[src/rtl/mult_pkg.sv]
// ----------------------------------------------------------------------------
// mult_pkg
// Shared definitions for the shift-and-add multiplier slice: default operand
// width, controller state encodings (3-bit binary) and the shift-counter
// width helper.
// Ports: none (package).
// ----------------------------------------------------------------------------
package mult_pkg;

    localparam int MULT_WIDTH = 16;

    typedef logic [2:0] state_t;

    localparam state_t S_IDLE  = 3'd0;
    localparam state_t S_LOAD  = 3'd1;
    localparam state_t S_SHIFT = 3'd2;
    localparam state_t S_TEST  = 3'd3;
    localparam state_t S_DONE  = 3'd4;

    // One extra bit over $clog2 so the counter can hold WIDTH itself and
    // never wraps inside an operation.
    function automatic int ctr_width(input int width);
        return $clog2(width) + 1;
    endfunction

endpackage

[src/rtl/mult_control_if.sv]
// ----------------------------------------------------------------------------
// mult_control_if
// Handshake bundle between the multiplier controller and its environment
// (requester plus accumulator).
//   Start : request one multiplication
//   M     : accumulator bit 0 (current multiplier LSB), registered upstream
//   Load  : accumulator load strobe (operands plus first partial product)
//   Sh    : accumulator right-shift strobe
//   Ad    : accumulator add strobe (upper half <= external sum)
//   Busy  : operation in progress
//   Done  : product valid in the accumulator
// Modports: slave = controller, master = requester/accumulator side.
// ----------------------------------------------------------------------------
interface mult_control_if;

    logic Start;
    logic M;
    logic Load;
    logic Sh;
    logic Ad;
    logic Busy;
    logic Done;

    modport slave (
        input  Start, M,
        output Load, Sh, Ad, Busy, Done
    );

    modport master (
        output Start, M,
        input  Load, Sh, Ad, Busy, Done
    );

endinterface

[src/rtl/mult_counter.sv]
// ----------------------------------------------------------------------------
// mult_counter
// Shift counter for the multiplier controller with terminal-count compare.
//   Clk   : clock, rising edge
//   Reset : synchronous, active-low; clears the count
//   Clr   : clear count to 0
//   Inc   : increment count
//   Last  : count == WIDTH-1 (the next shift is the final one)
// ----------------------------------------------------------------------------
module mult_counter
    import mult_pkg::*;
#(
    parameter int WIDTH = MULT_WIDTH
) (
    input  logic Clk,
    input  logic Reset,
    input  logic Clr,
    input  logic Inc,
    output logic Last
);

    localparam int CW = ctr_width(WIDTH);

    logic [CW-1:0] count;

    // NOTE: sequential state uses non-blocking assignments so every flop
    // samples pre-edge values regardless of process evaluation order.
    always_ff @(posedge Clk) begin
        if (!Reset)
            count <= '0;
        else if (Clr)
            count <= '0;
        else if (Inc)
            count <= count + 1'b1;
    end

    assign Last = (count == CW'(WIDTH - 1));

endmodule

[src/rtl/mult_control.sv]
// ----------------------------------------------------------------------------
// mult_control
// Controller for a shift-and-add multiplier. Sequences Load, then WIDTH
// right shifts with an add inserted before each shift whose multiplier bit
// (seen on M) is set. Multiplier bit 0 is folded into the Load.
//   Clk   : clock, rising edge
//   Reset : synchronous, active-low; returns to IDLE with priority
//   bus   : mult_control_if.slave (Start, M in; Load, Sh, Ad, Busy, Done out)
// ----------------------------------------------------------------------------
module mult_control
    import mult_pkg::*;
#(
    parameter int WIDTH = MULT_WIDTH
) (
    input  logic           Clk,
    input  logic           Reset,
    mult_control_if.slave  bus
);

    state_t state;
    state_t next_state;

    logic ctr_clr;
    logic ctr_inc;
    logic ctr_last;

    mult_counter #(.WIDTH(WIDTH)) u_counter (
        .Clk   (Clk),
        .Reset (Reset),
        .Clr   (ctr_clr),
        .Inc   (ctr_inc),
        .Last  (ctr_last)
    );

    // State register
    always_ff @(posedge Clk) begin
        if (!Reset)
            state <= S_IDLE;
        else
            state <= next_state;
    end

    // Next-state logic
    // NOTE: every combinational output is given a default before the case so
    // no path leaves it unassigned and no latch is inferred.
    always_comb begin
        next_state = state;
        case (state)
            S_IDLE:  if (bus.Start) next_state = S_LOAD;
            S_LOAD:  next_state = S_SHIFT;
            S_SHIFT: next_state = ctr_last ? S_DONE : S_TEST;
            S_TEST: begin
                if (bus.M)
                    next_state = S_SHIFT;
                else if (ctr_last)
                    next_state = S_DONE;
            end
            // A held Start parks here so it cannot re-trigger.
            S_DONE:  if (!bus.Start) next_state = S_IDLE;
            default: next_state = S_IDLE;
        endcase
    end

    // Output decode. TEST is Mealy on M: add without counting, or shift
    // and count; this is the only input-to-output path.
    always_comb begin
        bus.Load = 1'b0;
        bus.Sh   = 1'b0;
        bus.Ad   = 1'b0;
        bus.Busy = 1'b0;
        bus.Done = 1'b0;
        ctr_clr  = 1'b0;
        ctr_inc  = 1'b0;
        case (state)
            S_LOAD: begin
                bus.Load = 1'b1;
                bus.Busy = 1'b1;
                ctr_clr  = 1'b1;
            end
            S_SHIFT: begin
                bus.Sh   = 1'b1;
                bus.Busy = 1'b1;
                ctr_inc  = 1'b1;
            end
            S_TEST: begin
                bus.Busy = 1'b1;
                if (bus.M) begin
                    bus.Ad = 1'b1;
                end else begin
                    bus.Sh  = 1'b1;
                    ctr_inc = 1'b1;
                end
            end
            S_DONE:  bus.Done = 1'b1;
            default: ;
        endcase
    end

endmodule

[src/flat_wrapper.sv]
// flat-port wrapper written by rule: the top's interface ports become plain ports
module mult_control_flat import mult_pkg::*;
#(
    parameter int WIDTH = MULT_WIDTH
)
  (Clk, Reset, bus_Start, bus_M, bus_Load, bus_Sh, bus_Ad, bus_Busy, bus_Done);
  mult_control_if bus_i ();
  input  logic Clk;
  input  logic Reset;
  input wire logic [$bits(bus_i.Start)-1:0] bus_Start;
  input wire logic [$bits(bus_i.M)-1:0] bus_M;
  output wire logic [$bits(bus_i.Load)-1:0] bus_Load;
  output wire logic [$bits(bus_i.Sh)-1:0] bus_Sh;
  output wire logic [$bits(bus_i.Ad)-1:0] bus_Ad;
  output wire logic [$bits(bus_i.Busy)-1:0] bus_Busy;
  output wire logic [$bits(bus_i.Done)-1:0] bus_Done;
  assign bus_i.Start = bus_Start;
  assign bus_i.M = bus_M;
  assign bus_Load = bus_i.Load;
  assign bus_Sh = bus_i.Sh;
  assign bus_Ad = bus_i.Ad;
  assign bus_Busy = bus_i.Busy;
  assign bus_Done = bus_i.Done;
  mult_control #(.WIDTH(WIDTH)) u_core (.Clk(Clk), .Reset(Reset), .bus(bus_i));
endmodule
[config.mk]
export PLATFORM = sky130hd
export DESIGN_NAME = mult_control_flat
export DESIGN_NICKNAME = d
export VERILOG_FILES = /design/src/rtl/mult_pkg.sv /design/src/rtl/mult_control_if.sv /design/src/rtl/mult_counter.sv /design/src/rtl/mult_control.sv /design/src/flat_wrapper.sv
export SDC_FILE = /design/constraint.sdc
export NUM_CORES = 1
export LEC_CHECK = 0
export ABC_AREA = 1
export CAP_MARGIN = 30
export CORE_AREA = 2 2 39 41
export DETAILED_ROUTE_END_ITERATION = 7
export DIE_AREA = 0 0 41 43
export GPL_ROUTABILITY_DRIVEN = 0
export HOLD_SLACK_MARGIN = 0.03
export PLACE_DENSITY = 0.59
export RECOVER_POWER = 25
export SYNTH_ARGS = -nofsm -noshare
export SYNTH_HDL_FRONTEND = slang
export SYNTH_SLANG_ARGS = --single-unit
[constraint.sdc]
create_clock -name Clk -period 1.5 [get_ports Clk]
set_clock_uncertainty 0.05 [all_clocks]
set_input_delay 0.3 -clock Clk [delete_from_list [all_inputs] [get_ports Clk]]
set_output_delay 0.3 -clock Clk [all_outputs]
set_load 0.01 [all_outputs]
==> results of run 1 <==
==> worst reg2reg max path, delay by kind of cell, from the launching register on <==
family / cells / cell delay [ns]
buffers and inverters: 3 / 0.14
AND/OR/NAND/NOR: 4 / 0.40
adder cells (fa/ha/maj): 2 / 0.34
flip-flops: 1 / 0.37
==> per-stage QoR <==
step | hold WS (ns) | utilization [%] | total power [uW] | cells | worst slack [ns]
after floorplan | 0.3476 | - | 390.7 | 71 | 0.1769
after global placement | 0.4169 | 48.73 | 514.1 | 106 | -0.3613
after detailed placement | 0.4263 | 48.73 | 520.3 | 106 | -0.3637
after CTS | 0.4342 | 50.99 | 687.5 | 109 | 0.001624
after global routing | 0.4745 | 54.16 | 747.5 | 110 | -0.0003536
final | 0.4279 | 54.16 | 701.6 | 110 | 0.06226
==> area by class of cell <==
class,instances,area share (%)
Sequential cell,8,23.54
Multi-Input combinational cell,47,43.07
Timing Repair Buffer,20,19.70
Tap cell,16,2.671
Clock buffer,3,3.005
Inverter,16,8.013
==> power by group <==
group	internal, uW	total [uW]	switching (uW)
Sequential	237	264	27.4
Combinational	129	264	135
Clock	92.1	174	81.4
==> cells by family (layout without fill, tap and decap cells) <==
group / count (synthesis) / after routing / share of synthesized area [%]
AOI/OAI and AO/OA: 9 / 9 / 13.74
adders and majority gates: 2 / 2 / 5.088
and+or+nand+nor: 36 / 36 / 36.39
buffers and inverters: 16 / 39 / 12.21
DFF: 8 / 8 / 32.57
==> path summary, 6_finish.rpt <==
path / end / slack, ns
max: bus_Sh / 0.06
min: u_core.u_counter.count[3]$_SDFFE_PP0P_ / 0.43
max reg2reg: u_core.state[1]$_SDFFE_PN0P_ / 0.09
min reg2reg: u_core.u_counter.count[3]$_SDFFE_PP0P_ / 0.43
==> synthesized netlist by cell type, drive strengths merged <==
| cell type | instances | area share (%) |
|---|---|---|
| a211oi | 1 | 2.5 |
| a21oi | 6 | 6.9 |
| dfxtp | 8 | 33 |
| ha | 2 | 5.1 |
| inv | 16 | 12 |
| nand2 | 18 | 15 |
| nand3 | 6 | 8.1 |
| nand4 | 2 | 2.5 |
| nor2 | 6 | 6.6 |
| nor3 | 3 | 3.1 |
| o21ai | 2 | 4.3 |
| or2 | 1 | 1.3 |
==> layer usage <==
layer	routed length, um	share of wire, %	global-route usage [%]
met2	676	55	29.38
met4	24	1.9	12.00
met1	497	40	13.96
met3	35	2.8	3.141
met5	0	0	0
==> state kept, by name, indices dropped and copies added, names as in the netlist <==
name,flops
u_core.state,3
u_core.u_counter.count,5
==> timing repair <==
item,in CTS,in global routing
hold endpoints to repair,0,0
hold buffers,0,0
endpoints found under the setup margin,5,7
gates resized for setup,18,21
pin swaps,0,10
buffers inserted,0,1
==> results.toml, run 1 <==
[outcome]
status = "finished clean"

[clock_network]
cts.path.max_buffers = 2
cts-root-buf = "clkbuf_4"
clk_latency_ns = 0.26
clock-sinks = 8
cts_buffers = 3
cts_max_level = 1
clk_pin_slew_worst_paths_ns = 0.06
cts_tree = "built"

[cells_and_area]
register_area_um2 = 176.4
layout_common_cells = "nand2_1, buf_4, inv_1"
multi_input_area_um2 = 322.8
nFillCells = 135
nets = 102
n_antenna_cell = 0
final_area_um2 = 749.5
drive_gt1_share_pct = 48.94
area_growth_pct = 52.42
final_common_cell = "nand2_1"

[worst_setup_path]
reg2regPathDepth = 9
critPathSlowestCell = "dfxtp_4"
crit_path_frequent_cell = "inv_2"
worst_path_largest_cell_delay_ns = 0.38
cp-startpoint = "u_core.state[1]$_SDFFE_PN0P_"
crit_path_cell_trace = "inv_2 > nor2_4 > o21ai_4 > inv_2 > buf_2"
crit_family = "flip-flops"
r2r-start = "u_core.u_counter.count[0]$_SDFFE_PP0P_"
endpoint_kind = "primary output"
cp_num_buf_inv = 3
critPathRequiredTime_ns = 1.15
crit_arrival_ns = 1.09
critPathLaunchType = "register"
path_class = "register to primary output"
critPathMaxFanout = 4
worst-path-stages = 5

[placed_design]
placed_area_um2 = 674.4
hpwlAfterDp_um = 883
portBuffers = 8

[grt]
grt_max_degree = 7
track_usage_pct = 16.21
grt_pass1_vias = 526
overflow = 0
grt_pass1_wl_mm = 1.890
grt_antenna_before_repair = 0

[drt]
vias = 522
drt_wl_total_mm = 1.233
final_antenna_net_count = 0
post-route-drc-count = 0
wl_per_cell_um = 11.21
firstDrtPassIters = 3
avgViaCountPerCell = 4.745
drtIter0Drc = 4

[floorplan]
start_util_pct = 35.53
die_area_mm2 = 0.001763
core_mm2 = 0.001384
dieWidth_um = 41
num_rows = 14
io_pins = 9
die_y_um = 43

[worst_hold_path]
worstHoldStart = "u_core.u_counter.count[3]$_SDFFE_PP0P_"
hold-path-cell-count = 2
hp-class = "register to register"

[synth]
ys_warn_count = 0
syn_nets = 77
syn_area_per_cell_um2 = 6.926
seq_area_frac_synth_pct = 32.57
synthCells = 71
ys_ff_latch = 8
ys_types = 19
syn_area_um2 = 491.7

[power_and_ir_drop]
p_leak_uw = 0.0003566
power.density_mw_per_mm2 = 936.1
peakVddDrop_v = 0.0005981

[timing]
fin_crit_ns = 1.438
slew_viol_final = 0
hold_viol_final = 0
setup_viol_count_final = 0
fin_tns_setup_ns = 0
tightestPinTransition_ns = 0.1753
rsz0062_at_grt = "yes"
fin_crit_sh_pct = 95.85
fmax_ghz = 0.6955
max_slew_margin_pct = 88.31

[job]
cap_viol_max_count = 0
Note: power is estimated with default switching activity, not from simulation.
==> run 2, diff against run 1 <==
--- a/config.mk
+++ b/config.mk
@@ -7,12 +7,14 @@
 export LEC_CHECK = 0
 export ABC_AREA = 1
 export CAP_MARGIN = 30
-export CORE_AREA = 2 2 39 41
+export CELL_PAD_IN_SITES_DETAIL_PLACEMENT = 1
+export CELL_PAD_IN_SITES_GLOBAL_PLACEMENT = 1
+export CORE_MARGIN = 2
+export CORE_UTILIZATION = 34
 export DETAILED_ROUTE_END_ITERATION = 7
-export DIE_AREA = 0 0 41 43
 export GPL_ROUTABILITY_DRIVEN = 0
 export HOLD_SLACK_MARGIN = 0.03
-export PLACE_DENSITY = 0.59
+export PLACE_DENSITY = 0.73
 export RECOVER_POWER = 25
 export SYNTH_ARGS = -nofsm -noshare
 export SYNTH_HDL_FRONTEND = slang
==> run 2 against run 1 <==
  * Register-to-register slack is essentially flat
  * Clock power is essentially flat
  * Via count shrank 0.77%
  * Sequential power is essentially flat
  * Largest cell class unchanged
  * Cell count shrank 0.91%
  * Routed wire length grew 1.8%
  * Die area grew 0.20%
  * Combinational power is essentially flat
  * Sequential cell count is the same
  * Largest power group unchanged
==> results.toml, run 2 (synthesized netlist as in run 1, its figures left out) <==
[outcome]
status = "finished clean"

[drt]
wl_met3_um = 26
avgViaCountPerCell = 4.752
vias = 518
wl_per_cell_um = 11.51
drtIter0Drc = 5
wl_met2_um = 671
highest_layer = "met4"
drt-met1-wl_um = 541
final_antenna_net_count = 0
post-route-drc-count = 0
drt_wl_total_mm = 1.255
firstDrtPassIters = 4

[timing]
fin_tns_setup_ns = 0
tightestPinTransition_ns = 0.1755
max_slew_margin_pct = 88.21
fmax_ghz = 0.6932
whs_ns = 0.4339
slew_viol_final = 0
setup_viol_count_final = 0
fin_crit_sh_pct = 96.17
fin_crit_ns = 1.443
hold_viol_final = 0

[grt]
grt_pass1_wl_mm = 2.270
grt_max_degree = 7
grt_pass1_vias = 537
grt_antenna_before_repair = 0
overflow = 0
track_usage_pct = 16.70

[job]
cap_viol_max_count = 0

[cells_and_area]
reg_top3 = "u_core.u_counter.count: 5 flops, u_core.state: 3 flops"
layout_common_cells = "nand2_1, buf_4, inv_1"
regMostFlops = "u_core.u_counter.count"
drive_gt1_share_pct = 50.00
largest_register_ffs = 5
nets = 102
n_antenna_cell = 0
area_growth_pct = 50.89
nFillCells = 179
final_common_cell = "nand2_1"

[power_and_ir_drop]
total_power_uw = 693.6
p_seq_share_pct = 37.7
pwr-share-comb_pct = 37.6
power.density_mw_per_mm2 = 934.9
clkPwrFrac_pct = 24.7
p_leak_uw = 0.0003423
peakVddDrop_v = 0.0004304
power.switching_uw = 241.7
p_sw_share_pct = 34.84
intPower_uw = 452.0

[clock_network]
cts-root-buf = "clkbuf_4"
cts_tree = "built"
cts_buffers = 3
clock-sinks = 8
clk_latency_ns = 0.26
clk_pin_slew_worst_paths_ns = 0.05
cts_max_level = 1
cts.path.max_buffers = 2

[worst_hold_path]
hp-class = "register to register"
worstHoldStart = "u_core.u_counter.count[3]$_SDFFE_PP0P_"

[floorplan]
dieWidth_um = 42.03
io_pins = 9
die_y_um = 42.03
num_rows = 13
core_mm2 = 0.001334
start_util_pct = 36.87
die_area_mm2 = 0.001767

[worst_setup_path]
path_class = "register to primary output"
r2r-start = "u_core.u_counter.count[0]$_SDFFE_PP0P_"
cp-startpoint = "u_core.state[1]$_SDFFE_PN0P_"
critPathSlowestCell = "dfxtp_4"
critPathMaxFanout = 4
crit_path_frequent_cell = "inv_2"
crit_path_cell_trace = "inv_2 > nor2_4 > o21ai_4 > inv_2 > buf_2"
endpoint_kind = "primary output"
critPathRequiredTime_ns = 1.15
crit_arrival_ns = 1.09
critPathLaunchType = "register"
worst_path_largest_cell_delay_ns = 0.37

[placed_design]
portBuffers = 8
hpwlAfterDp_um = 970.7
run 2: stage by stage:
stage	worst slack (ns)	area (um2)	util, %	cells
6_report	0.05749	742.0	55.63	109
5_1_grt	-0.001633	742.0	55.63	109
4_1_cts	0.002658	703.2	52.72	108
3_5_place_dp	-0.3787	665.6	49.91	104
3_3_place_gp	-0.3581	665.6	49.91	104
2_1_floorplan	0.1769	491.7	-	71
run 2: what timing repair did:
action,CTS,global route
hold buffers,0,0
pin swaps,2,8
setup endpoints to repair,8,7
resized for setup,19,18
buffers inserted,1,1
run 2: path summary, 6_finish.rpt:
path                                                          endpoint  slack [ns]  cells past startpoint
worst min-delay path            u_core.u_counter.count[3]$_SDFFE_PP0P_        0.43                      2
worst max-delay path                                            bus_Sh        0.06                      5
worst max register to register            u_core.state[0]$_SDFFE_PN0P_        0.10                      8
worst min register to register  u_core.u_counter.count[3]$_SDFFE_PP0P_        0.43                      2
run 2: power by group through the flow:
stage	logic, uW	registers (uW)	clock network, uW
detailed placement	259	254	0
finish	261	261	172
global route	295	266	189
global placement	252	254	0
CTS	251	255	176
floorplan	138	253	0
run 2: worst max-delay path, delay by kind of cell (launching register included):
family | cells | cell delay, ns
simple gates | 1 | 0.15
flops | 1 | 0.37
compound gates | 1 | 0.08
buf+inv | 3 | 0.24
run 2: layout make-up:
type | instances | area [um2] | area share, %
flip-flops and latches | 8 | 173.9 | 23.44
clock buffers | 3 | 22.52 | 3.035
well taps | 15 | 18.77 | 2.530
multi-input cells | 47 | 319.1 | 43.00
repair buffers | 20 | 147.6 | 19.90
inverters | 16 | 60.06 | 8.094
run 2: layer usage:
layer	up-vias	GRT usage, %
li1	272	-
met1	238	20.37
met2	6	27.81
met3	2	4.310
met4	0	6.875
met5	-	0
